[src/rtl/pipelined_barrel_shifter.sv]
// Purpose : parametrised barrel shifter, one register stage per shift level, with a user tag.
// Latency : LOG2W cycles from acceptance to out_valid; one operation per cycle when unstalled.
// Backpr. : bubble-collapsing valid/ready; each stage stalls only if it and all later stages are full.
//
// Ports:
//   clk, rst            clock and asynchronous active-high reset
//   in_valid/in_ready   input handshake; in_data, in_shamt, in_dir, in_op, in_tag operation fields
//   out_valid/out_ready output handshake; out_data, out_tag result, out_zero = (out_data == 0)
module pipelined_barrel_shifter #(
  parameter  int WIDTH = 16,
  parameter  int TAG_W = 4,
  localparam int LOG2W = $clog2(WIDTH)
) (
  input  logic             clk,
  input  logic             rst,
  input  logic             in_valid,
  output logic             in_ready,
  input  logic [WIDTH-1:0] in_data,
  input  logic [LOG2W-1:0] in_shamt,
  input  logic             in_dir,
  input  logic [1:0]       in_op,
  input  logic [TAG_W-1:0] in_tag,
  output logic             out_valid,
  input  logic             out_ready,
  output logic [WIDTH-1:0] out_data,
  output logic [TAG_W-1:0] out_tag,
  output logic             out_zero
);

  localparam logic [1:0] OP_ARI = 2'b01;
  localparam logic [1:0] OP_ROT = 2'b10;

  // Stage registers; index LOG2W-1 is the output stage.
  logic [LOG2W-1:0] r_vld;
  logic [WIDTH-1:0] r_data  [LOG2W];
  logic [LOG2W-1:0] r_shamt [LOG2W];
  logic [LOG2W-1:0] r_dir;
  logic [1:0]       r_op    [LOG2W];
  logic [LOG2W-1:0] r_sign;
  logic [TAG_W-1:0] r_tag   [LOG2W];

  // Values presented to each stage by its upstream neighbour (the input port for stage 0).
  logic [LOG2W-1:0] w_up_vld;
  logic [WIDTH-1:0] w_up_data  [LOG2W];
  logic [LOG2W-1:0] w_up_shamt [LOG2W];
  logic [LOG2W-1:0] w_up_dir;
  logic [1:0]       w_up_op    [LOG2W];
  logic [LOG2W-1:0] w_up_sign;
  logic [TAG_W-1:0] w_up_tag   [LOG2W];
  logic [WIDTH-1:0] w_nxt_data [LOG2W];
  logic [LOG2W-1:0] w_rdy;

  // One shift level. sgn is the operand MSB captured at acceptance, so the arithmetic
  // fill never depends on an intermediate MSB. op=11 falls through to the logical paths.
  function automatic logic [WIDTH-1:0] f_shift(
    input logic [WIDTH-1:0] d,
    input int               s,
    input logic             dir,
    input logic [1:0]       op,
    input logic             sgn
  );
    logic [WIDTH-1:0] res;
    logic [WIDTH-1:0] fill;
    fill = ~({WIDTH{1'b1}} >> s);
    if (op == OP_ROT) begin
      res = dir ? ((d >> s) | (d << (WIDTH - s))) : ((d << s) | (d >> (WIDTH - s)));
    end else if (!dir) begin
      res = d << s;
    end else if ((op == OP_ARI) && sgn) begin
      res = (d >> s) | fill;
    end else begin
      res = d >> s;
    end
    return res;
  endfunction

  // ready[k] = !valid[k] || ready[k+1], unrolled as a running OR from the output side
  // so no combinational array feeds back on itself.
  always_comb begin
    logic v_acc;
    v_acc = out_ready;
    w_rdy = '0;
    for (int k = LOG2W - 1; k >= 0; k--) begin
      v_acc    = v_acc | ~r_vld[k];
      w_rdy[k] = v_acc;
    end
  end

  always_comb begin
    w_up_vld  = '0;
    w_up_dir  = '0;
    w_up_sign = '0;
    w_up_vld[0]   = in_valid;
    w_up_data[0]  = in_data;
    w_up_shamt[0] = in_shamt;
    w_up_dir[0]   = in_dir;
    w_up_op[0]    = in_op;
    w_up_sign[0]  = in_data[WIDTH-1];
    w_up_tag[0]   = in_tag;
    for (int k = 1; k < LOG2W; k++) begin
      w_up_vld[k]   = r_vld[k-1];
      w_up_data[k]  = r_data[k-1];
      w_up_shamt[k] = r_shamt[k-1];
      w_up_dir[k]   = r_dir[k-1];
      w_up_op[k]    = r_op[k-1];
      w_up_sign[k]  = r_sign[k-1];
      w_up_tag[k]   = r_tag[k-1];
    end
    // Stage k handles distance 2^(LOG2W-1-k), largest first.
    for (int k = 0; k < LOG2W; k++) begin
      w_nxt_data[k] = w_up_shamt[k][LOG2W-1-k]
                    ? f_shift(w_up_data[k], 1 << (LOG2W - 1 - k), w_up_dir[k], w_up_op[k], w_up_sign[k])
                    : w_up_data[k];
    end
  end

  // Payload registers load whenever the stage is ready, valid or not; only the valid bit
  // gives them meaning. A held output stage is never ready, so out_* stays frozen.
  always_ff @(posedge clk or posedge rst) begin
    if (rst) begin
      r_vld  <= '0;
      r_dir  <= '0;
      r_sign <= '0;
      for (int k = 0; k < LOG2W; k++) begin
        r_data[k]  <= '0;
        r_shamt[k] <= '0;
        r_op[k]    <= '0;
        r_tag[k]   <= '0;
      end
    end else begin
      for (int k = 0; k < LOG2W; k++) begin
        if (w_rdy[k]) begin
          r_vld[k]   <= w_up_vld[k];
          r_data[k]  <= w_nxt_data[k];
          r_shamt[k] <= w_up_shamt[k];
          r_dir[k]   <= w_up_dir[k];
          r_op[k]    <= w_up_op[k];
          r_sign[k]  <= w_up_sign[k];
          r_tag[k]   <= w_up_tag[k];
        end
      end
    end
  end

  assign in_ready  = w_rdy[0] & ~rst;
  assign out_valid = r_vld[LOG2W-1];
  assign out_data  = r_data[LOG2W-1];
  assign out_tag   = r_tag[LOG2W-1];
  assign out_zero  = (r_data[LOG2W-1] == '0);

endmodule

[config.mk]
export PLATFORM = sky130hd
export DESIGN_NAME = pipelined_barrel_shifter
export DESIGN_NICKNAME = d
export VERILOG_FILES = /design/src/rtl/pipelined_barrel_shifter.sv
export SDC_FILE = /design/constraint.sdc
export NUM_CORES = 1
export LEC_CHECK = 0
export BUFFER_PORTS_ARGS = -buffer_cell sky130_fd_sc_hd__buf_4
export CORE_MARGIN = 4
export CORE_UTILIZATION = 60
export DETAILED_ROUTE_END_ITERATION = 7
export GPL_ROUTABILITY_DRIVEN = 1
export PLACE_DENSITY = 0.85
export SLEW_MARGIN = 25
export SYNTH_ARGS = -nofsm -noshare
export SYNTH_HDL_FRONTEND = slang
export SYNTH_SLANG_ARGS = --single-unit
[constraint.sdc]
create_clock -name clk -period 8.48 [get_ports clk]
set_input_delay 1.696 -clock clk [delete_from_list [all_inputs] [get_ports clk]]
set_output_delay 1.696 -clock clk [all_outputs]
set_load 0.01 [all_outputs]
### Word-level counts from Yosys, hierarchy flattened

Index checks and enable logic that the tools add are counted.

* eq/ne operators: 8
* reductions and logical operators: 5
* mux-type cells: 19
* bitwise logic cells: 17

Operator list (number)
* $mux W16: 19
* $logic_not A16 Y1: 1
* $or A12 B16 Y16: 1
* $or A14 B16 Y16: 1
* $or A15 B16 Y16: 1
* $or A16 B1 Y16: 1
* $or A16 B2 Y16: 1
* $or A16 B4 Y16: 1
* $or A16 B8 Y16: 1
* $eq A2 B1 Y1 const B: 4
* $eq A2 B2 Y1 const B: 4
* $not A1 Y1: 5
* $logic_and A1 B1 Y1: 4
* $or A1 B1 Y1: 4
* $and A1 B1 Y1: 1

* word-level logic and storage cells: 73
* flip-flop bits (word level): 102

### Logic depth before layout (Yosys ltp)

Gate-level depths: netlist of the first run.

* word-level depth: 6
* gate-level depth with buffers: 6
* depth with buffers taken out: 4

### Worst setup path before layout of the first run

Ideal clock, no wire load.

* path kind: input to output
* start: in out_ready
* end: out in_ready
* stages: 5
* setup slack: 4.299 ns
* data arrival time: 2.485 ns
* buffers on the path: 2
* cell sequence: and3b_1 and3_4 buf_6 buf_2 nor2_1

* word-level cells in the longest chain between the ends: 5

RTL lines
* start, declared: RTL line 24 `input logic out_ready,`
* $or A1 B1 Y1 (4 in series): RTL line 84 `v_acc = v_acc | ~r_vld[k];`
* $and A1 B1 Y1: RTL line 145 `assign in_ready = w_rdy[0] & ~rst;`
* end, declared: RTL line 17 `output logic in_ready,`

No other way between the ends.

### Worst setup path after layout of the first run

Ends and elaborated chain as after synthesis.

==> flow_summary.ini, run 1 <==
[power]
netSwitchingPower_uw = 489.9
seqPwrFrac_pct = 51.9
swShare_pct = 34.66
pwr-share-comb_pct = 25.2
p_int_uw = 923.5
power_frac_clock_pct = 22.9
power_leakage_uw = 0.002547
powerDensity_nw_per_um2 = 252.4
vdd_ir_drop_max_mv = 0.1065

[routing]
routed-via-count = 3855
wl_per_cell_um = 13.91
drtIter0Drc = 143
drcViolationCount = 0
ant_nets = 0
drt-vias-per-instance = 5.571
first_pass_iters = 4
wl_um = 9623

[floorplanning]
pin_count = 54
start_util_pct = 62.13
die_x_um = 100.7
row_count = 33
die_h_um = 100.7
core_um2 = 8299
dieArea_um2 = 10140

[synth]
ys_types = 33
syn_inst = 572
netlist_area_um2 = 5156
syn_nets = 603
avgSynthCellArea_um2 = 9.014
synth.largest_area_cell = dfrtp_1
ys_warn_count = 0
synth.area.top_cells = dfrtp_1 (50%), nand2_1 (11%), o21ai_0 (8.3%)
synth.top_cell.area_share_pct = 49.50
synthFlopType = dfrtp_1
synth_top_cells_by_count = nand2_1 (155), dfrtp_1 (102), o21ai_0 (85)
synth_enable_flop_cells = 0
async_reset_ff_share_pct = 100.0
seq_area_frac_synth_pct = 49.50
synth-seq-cells = 102
yosysMostFrequentCell = nand2_1

[timing]
finClkSkew_ns = 0.01018
setup_viol = 0
finalHoldViolations = 0
setup_tns_ns = 0
slew_headroom_pct = 37.37
finalMaxSlewViolations = 0
period_share_pct = 57.12
grt_setup_unrepaired = no
max_clock_freq_mhz = 206.4
tightest_slew_ns = 0.9395
fin_crit_ns = 4.844

[clock_tree]
clock-sinks = 102
numCtsBuffers = 9
post_cts_buffers = 0
root_buffer = clkbuf_8
clk_pin_slew_ns = 0.10
cts_tree = done
cts_resized = 0
ctsHoldBuffers = 0
htree_levels = 3
cts.path.max_buffers = 2
insertion_delay_ns = 0.37

[worst_setup_path]
critPathKind = input pin to output pin
worstSetupEndpointType = output pin
worst_ep_arrival_time_ns = 3.15
cp-start-kind = input pin
crit_fanout = 46
cp.required_ns = 6.78

[global_route]
grt_usage_pct = 20.20
antenna_found_initial = 0
grt_overflow_total = 0
grt_max_degree = 87
grt_pass1_vias = 3540
grt_pass1_wl_um = 16500

[cells_and_area]
syn_to_final_growth_pct = 8.614
fillers = 635
diodes = 0
layout-drive-gt1-share_pct = 15.50
fin_nets = 613
post-route-util_pct = 67.48
final_cells = 692

[worst_hold_path]
hp-class = flip-flop to flip-flop

[outcome]
status = finished clean

[flow_run]
cap_violations = 0

[placed_design]
hpwl_um = 6871
io_buffers = 53
dp.cells = 676
place.gp.congestion = 0.8543
## registers in the layout (all words and copies together), names as in the netlist, 4 cells and up
name	flops
r_op	6
r_tag	12
r_data	48
out_tag	4
r_vld	4
out_data	16
r_shamt	6
## cell families after synthesis
logic type | share of synthesized area, %
muxes | 9.949
DFF | 49.50
buffers and inverters | 6.819
and+or+nand+nor | 17.88
AOI/OAI and AO/OA | 15.85
## metrics by stage
step / total power, µW / worst slack (ns) / cell area [µm²] / hold slack, ns
floorplan: 1012 / 4.109 / 5156 / 0.4348
global placement: 1074 / 3.681 / 5369 / 0.4463
detailed placement: 1100 / 3.633 / 5374 / 0.4563
CTS: 1420 / 3.617 / 5592 / 0.4794
global route: 1510 / 3.466 / 5600 / 0.5009
finish: 1413 / 3.636 / 5600 / 0.4730
## per-layer routing
layer  share of wire (%)  up-vias  track usage, %
met5                   0        -               0
li1                    -     1953               -
met2                  49       93           33.37
met4                 1.7        0           8.290
met1                  45     1794           26.57
met3                 4.5       15           3.253
## power groups by stage
stage | Sequential [µW] | Combinational [µW] | Clock (µW)
final | 733 | 356 | 324
after detailed placement | 742 | 357 | 0
after global placement | 731 | 343 | 0
after floorplan | 683 | 329 | 0
after global routing | 754 | 407 | 349
after CTS | 732 | 360 | 328
## critical path: stages
cell and delay (ns):
buf_4 0.13, and3b_1 0.19, buf_4 0.31, and3_4 0.56, nor2_1 0.09, buf_4 0.16
## placed cells by master (no fill, tap or decap), types with 2 or more instances in the layout
cell / n
or2_2: 2
a311oi_1: 6
mux2_4: 4
dfrtp_1: 102
nand3b_1: 4
mux2_2: 10
a21o_1: 2
nand4b_1: 3
a31oi_1: 2
nor4_1: 4
o211ai_1: 2
nor2b_1: 18
o21ai_1: 4
buf_4: 54
nand2_1: 155
o21ai_0: 85
inv_8: 2
inv_1: 3
o211a_1: 4
o31ai_1: 8
a21oi_1: 32
mux2i_1: 34
clkinv_4: 2
nor2_1: 23
clkbuf_8: 9
## path summary, 6_finish.rpt
path / startpoint / endpoint / slack (ns) / cells past startpoint
setup / recovery: out_ready / in_ready / 3.64 / 6
hold / removal: r_tag[4] / r_tag[4] / 0.47 / 2
setup reg to reg: r_vld[3] / r_shamt[14] / 6.56 / 4
hold reg to reg: r_tag[4] / r_tag[4] / 0.47 / 2
max in group asynchronous: rst / out_data[13] / 6.26 / 3
min in group asynchronous: rst / r_data[52] / 1.23 / 2
## layout make-up
class,count,area [µm²],share of cell area [%]
Tap cell,105,131.4,2.346
Multi-Input combinational cell,410,2265,40.44
Timing Repair Buffer,55,416.7,7.440
Inverter,4,17.52,0.3128
Sequential cell,102,2552,45.58
Clock inverter,7,93.84,1.676
Clock buffer,9,123.9,2.212
Note: power is estimated with default switching activity, not from simulation.
==> inputs of run 2 (changes only) <==
- CORE_UTILIZATION: 60 -> 53
- PLACE_DENSITY: 0.85 -> 0.8
- clock period: 8.48 -> 4.35 ns (I/O delays scaled with it)
==> run 2 against run 1 <==
  * Combinational power grew 94%
  * Largest cell class unchanged
  * Sequential cell count unchanged
  * Critical path type unchanged
  * Clock skew is 0.0015 ns lower
==> flow_summary.ini, run 2 (synthesis gave the netlist of run 1 again) <==
[outcome]
status = finished clean

[routing]
wl_um = 9467
wl_per_cell_um = 13.24
ant_nets = 0
drcViolationCount = 0
routed-via-count = 3775
drt-vias-per-instance = 5.280
first_pass_iters = 4
drtIter0Drc = 125

[timing]
finalHoldWorstSlack_ns = 0.4747
grt_setup_unrepaired = no
period_share_pct = 73.03
finClkSkew_ns = 0.008668
setup_tns_ns = 0
tightest_slew_ns = 0.9205
finalHoldViolations = 0
slew_headroom_pct = 38.63
max_clock_freq_mhz = 314.8
fin_crit_ns = 3.177
setup_viol = 0
finalMaxSlewViolations = 0

[floorplanning]
die_x_um = 106.6
die_h_um = 106.6
core_um2 = 9371
pin_count = 54
start_util_pct = 55.02
dieArea_um2 = 11370
row_count = 35

[worst_setup_path]
worstSetupEndpointType = output pin
cp-start-kind = input pin
rrSetupSlack_ns = 2.42
worst_ep_arrival_time_ns = 2.31
ff2ff_path_depth = 4
r2r-start = r_vld[3]
r2r_end = r_tag[15]
cp.required_ns = 3.48
crit_fanout = 46
critPathKind = input pin to output pin
cp-startpoint = out_ready

[clock_tree]
clk_pin_slew_ns = 0.08
post_cts_buffers = 0
cts_resized = 0
htree_levels = 3
root_buffer = clkbuf_8
cts_tree = done
insertion_delay_ns = 0.35
ctsHoldBuffers = 0
clock-sinks = 102
numCtsBuffers = 9
cts.path.max_buffers = 2

[worst_hold_path]
min_path_cells = 2
hp-class = flip-flop to flip-flop
min_from = r_tag[5]
min_to = r_tag[5]

[power]
pwr-share-comb_pct = 25.0
netSwitchingPower_uw = 893.8
swShare_pct = 32.33
vdd_ir_drop_max_mv = 0.2413
power_leakage_uw = 0.002555
power_frac_clock_pct = 23.4
powerDensity_nw_per_um2 = 490.8
seqPwrFrac_pct = 51.7
p_int_uw = 1871

[global_route]
grt_overflow_total = 0
grt_pass1_wl_um = 16880
grt_pass1_vias = 3708
grt_usage_pct = 17.94
antenna_found_initial = 0
grt_max_degree = 86

[cells_and_area]
diodes = 0
layout-drive-gt1-share_pct = 15.36
top_register = r_data
largest_reg_flops = 48
multi_input_area_um2 = 2265
seq_area_um2 = 2552
syn_to_final_growth_pct = 9.245
post-route-util_pct = 60.11
fin_nets = 613
fillers = 845
final_cell_mix = nand2_1 (155), dfrtp_1 (102), o21ai_0 (85)
final_common_cell = nand2_1

[placed_design]
place.gp.congestion = 0.7966
hpwl_um = 6874
io_buffers = 53

[flow_run]
cap_violations = 0
## run 2: changes by cell type in the layout (fill, tap and decap cells not counted)
cell,before,now
clkbuf_8,9,11
inv_6,0,1
inv_4,1,0
buf_6,1,0
clkinv_2,0,2
clkinv_8,1,0
clkinvlp_4,1,0
inv_8,2,0
bufinv_16,1,2
clkinv_4,2,0
buf_4,54,55
## run 2: layer usage
layer  vias up  part of all wire, %  global-route usage (%)
met5         -                    0                       0
met4         0                  1.1                   5.205
met3        10                  4.1                   3.371
met2        81                   47                   29.63
met1      1740                   48                   24.29
li1       1944                    -                       -
## run 2: power by group through the flow
stage,clock [µW],combinational (µW),sequential [µW]
final,646,691,1430
after global routing,705,791,1470
after detailed placement,0,696,1450
after floorplan,0,641,1330
after global placement,0,671,1430
after CTS,661,700,1430
## run 2: critical path, stage by stage
cell	delay, ns
buf_4	0.12
and3b_1	0.20
buf_4	0.31
and3_4	0.56
nor2_1	0.08
buf_4	0.16
## run 2: layout make-up
type	instances	area share, %
clock buffer	11	2.688
clock inverter	4	1.244
inverter	4	0.3554
multi-input combinational	410	40.20
sequential	102	45.31
tap	129	2.865
timing repair buffer	55	7.330
## run 2: per-stage QoR
step           power (µW)  setup WS, ns  area (µm²)  instances
2_1_floorplan        1973        0.8045        5156        572
3_3_place_gp         2098         1.196        5399        700
3_5_place_dp         2144         1.167        5404        700
4_1_cts              2789         1.162        5625        715
5_1_grt              2969         1.032        5633        715
6_report             2764         1.173        5633        715
## run 2: worst max path at each step
stage,end
4_1_cts,in_ready
3_5_place_dp,in_ready
6_report,in_ready
5_1_grt,in_ready
2_1_floorplan,out_data[0]
3_3_place_gp,in_ready
==> inputs of run 3 (changes only) <==
- ABC_AREA: default -> 1
- CORE_UTILIZATION: 53 -> 59
- PLACE_DENSITY: 0.8 -> 0.84
- clock period: 4.35 -> 3.01 ns (I/O delays scaled with it)
==> run 3 against run 2 <==
  * Setup slack worse by 0.18 ns
  * Cell area up 5.6%
  * Sequential power up 42%
  * Die area down 5.3%
  * First-iteration DRC count up 120%
  * Non-clock buffer count up 3
  * Synthesized cell count up 34%
  * Routed wire length up 22%
  * Clock-buffer cell count down 1
  * Critical path type is now flip-flop to flip-flop
  * Critical endpoint is now r_data[17]
  * Largest power group unchanged
==> flow_summary.ini, run 3 <==
[outcome]
status = finished clean

[timing]
max_clock_freq_mhz = 495.6
grt_setup_unrepaired = no
finalHoldViolations = 0
tightest_slew_ns = 0.8132
period_share_pct = 67.04
finalMaxSlewViolations = 0
finClkSkew_ns = 0.01160
setup_tns_ns = 0
slew_headroom_pct = 45.79
setup_viol = 0
fin_ws_ns = 0.9922
fin_crit_ns = 2.018

[cells_and_area]
fillers = 739
syn_to_final_growth_pct = 9.873
seq_area_um2 = 2552
diodes = 0
layout-drive-gt1-share_pct = 10.79
final_area_um2 = 5946
fin_nets = 814
top_register = r_data
final_cell_mix = nand2_1 (317), dfrtp_1 (102), nor2_1 (83)
multi_input_area_um2 = 2290
final_common_cell = nand2_1
post-route-util_pct = 67.52
largest_reg_flops = 48

[synth]
synthFlopType = dfrtp_1
async_reset_ff_share_pct = 100.0
yosysMostFrequentCell = nand2_1
ys_warn_count = 0
synth-seq-cells = 102
ys_types = 21
syn_inst = 768
synth.area.top_cells = dfrtp_1 (47%), nand2_1 (22%), nor2_1 (5.8%)
synth_enable_flop_cells = 0
seq_area_frac_synth_pct = 47.17
synth.top_cell.area_share_pct = 47.17
syn_nets = 799
avgSynthCellArea_um2 = 7.046
synth_top_cells_by_count = nand2_1 (317), dfrtp_1 (102), nor2_1 (83)
synth.largest_area_cell = dfrtp_1
netlist_area_um2 = 5411

[power]
vdd_ir_drop_max_mv = 0.3603
pwr-share-comb_pct = 27.9
swShare_pct = 35.24
netSwitchingPower_uw = 1507
powerDensity_nw_per_um2 = 719.4
power_frac_clock_pct = 24.7
seqPwrFrac_pct = 47.4
p_int_uw = 2770
power_leakage_uw = 0.003133
total_power_uw = 4277

[floorplanning]
dieArea_um2 = 10770
die_h_um = 103.8
pin_count = 54
row_count = 34
core_um2 = 8806
start_util_pct = 61.45
die_x_um = 103.8

[global_route]
grt_max_degree = 103
grt_usage_pct = 22.29
grt_pass1_wl_um = 20100
grt_pass1_vias = 4501
grt_overflow_total = 0
antenna_found_initial = 0

[clock_tree]
insertion_delay_ns = 0.37
cts.path.max_buffers = 2
ctsHoldBuffers = 0
clk_pin_slew_ns = 0.10
post_cts_buffers = 0
numCtsBuffers = 9
root_buffer = clkbuf_8
htree_levels = 3
cts_tree = done
cts_resized = 0
clock-sinks = 102

[worst_setup_path]
worstPathCellList = clkinv_1 -> a21oi_1 -> o21ai_0 -> nand3_1 -> nand2_1
critPathKind = flip-flop to flip-flop
cp-startpoint = r_shamt[9]
r2r_end = r_data[17]
worstSetupEndpointType = flip-flop
cp.required_ns = 3.27
max_stage_delay_ns = 0.66
cp-start-kind = flip-flop
crit_fanout = 19
rrSetupSlack_ns = 0.99
r2r-start = r_shamt[9]
path_buf_inv = 1
worst_ep_arrival_time_ns = 2.28
cp_slowest_cell = dfrtp_1
cpLargestDelayFamily = flip-flops
ff2ff_path_depth = 5

[placed_design]
place.gp.congestion = 0.9354
dpl_cell_area_um2 = 5692
io_buffers = 53
hpwl_um = 8410
place_ws_ns = 1.066

[routing]
drtIter0Drc = 281
first_pass_iters = 5
drt-vias-per-instance = 5.257
routed-via-count = 4710
wl_per_cell_um = 12.86
ant_nets = 0
wl_um = 11520
drcViolationCount = 0

[worst_hold_path]
hp-class = input pin to async pin

[flow_run]
cap_violations = 0
## run 3: power groups by stage
stage          Clock (µW)  Sequential [µW]  Combinational, µW
6_report             1060             2030               1190
3_3_place_gp            0             2030               1160
3_5_place_dp            0             2050               1190
2_1_floorplan           0             1910               1030
5_1_grt              1120             2090               1370
4_1_cts              1070             2020               1200
## run 3: cell type report
class | count | area share (%)
Multi-Input combinational cell | 542 | 38.51
Sequential cell | 102 | 42.93
Clock buffer | 10 | 2.315
Clock inverter | 6 | 1.957
Timing Repair Buffer | 58 | 7.534
Tap cell | 108 | 2.273
Inverter | 70 | 4.482
## run 3: metrics by stage
step	cells	hold WS (ns)
3_3_place_gp	880	0.4581
5_1_grt	896	0.4081
4_1_cts	896	0.4062
6_report	896	0.3610
2_1_floorplan	768	0.4422
3_5_place_dp	880	0.4601
## run 3: metal layers
layer  global-route usage [%]  share of wire [%]  vias up
met1                    27.41                 43     2147
met3                    3.047                4.3       18
met2                    39.86                 51      137
met5                        0                  0        -
met4                    8.642                1.7        0
li1                         -                  -     2408
## run 3: tightest hold or removal path, cell delays in order
cell and delay (ns):
buf_4 0.13, clkinvlp_4 0.07, buf_12 0.37
## run 3: how the worst max path moves through the flow
stage	endpoint	slack, ns	depth (start not counted)
finish	r_data[17]	0.99	5
detailed placement	r_shamt[14]	1.07	8
global placement	r_shamt[14]	1.10	8
CTS	in_ready	1.03	4
floorplan	in_ready	1.17	5
global route	r_data[17]	0.94	5
## run 3: kinds of logic (layout without fill, tap and decap cells)
kind of cell           after synthesis  in the layout  share of synthesized area (%)
buffers and inverters              124            144                          10.52
AO/OA/AOI/OAI                       86             86                          8.647
AND/OR/NAND/NOR                    456            456                          33.66
flip-flops                         102            102                          47.17
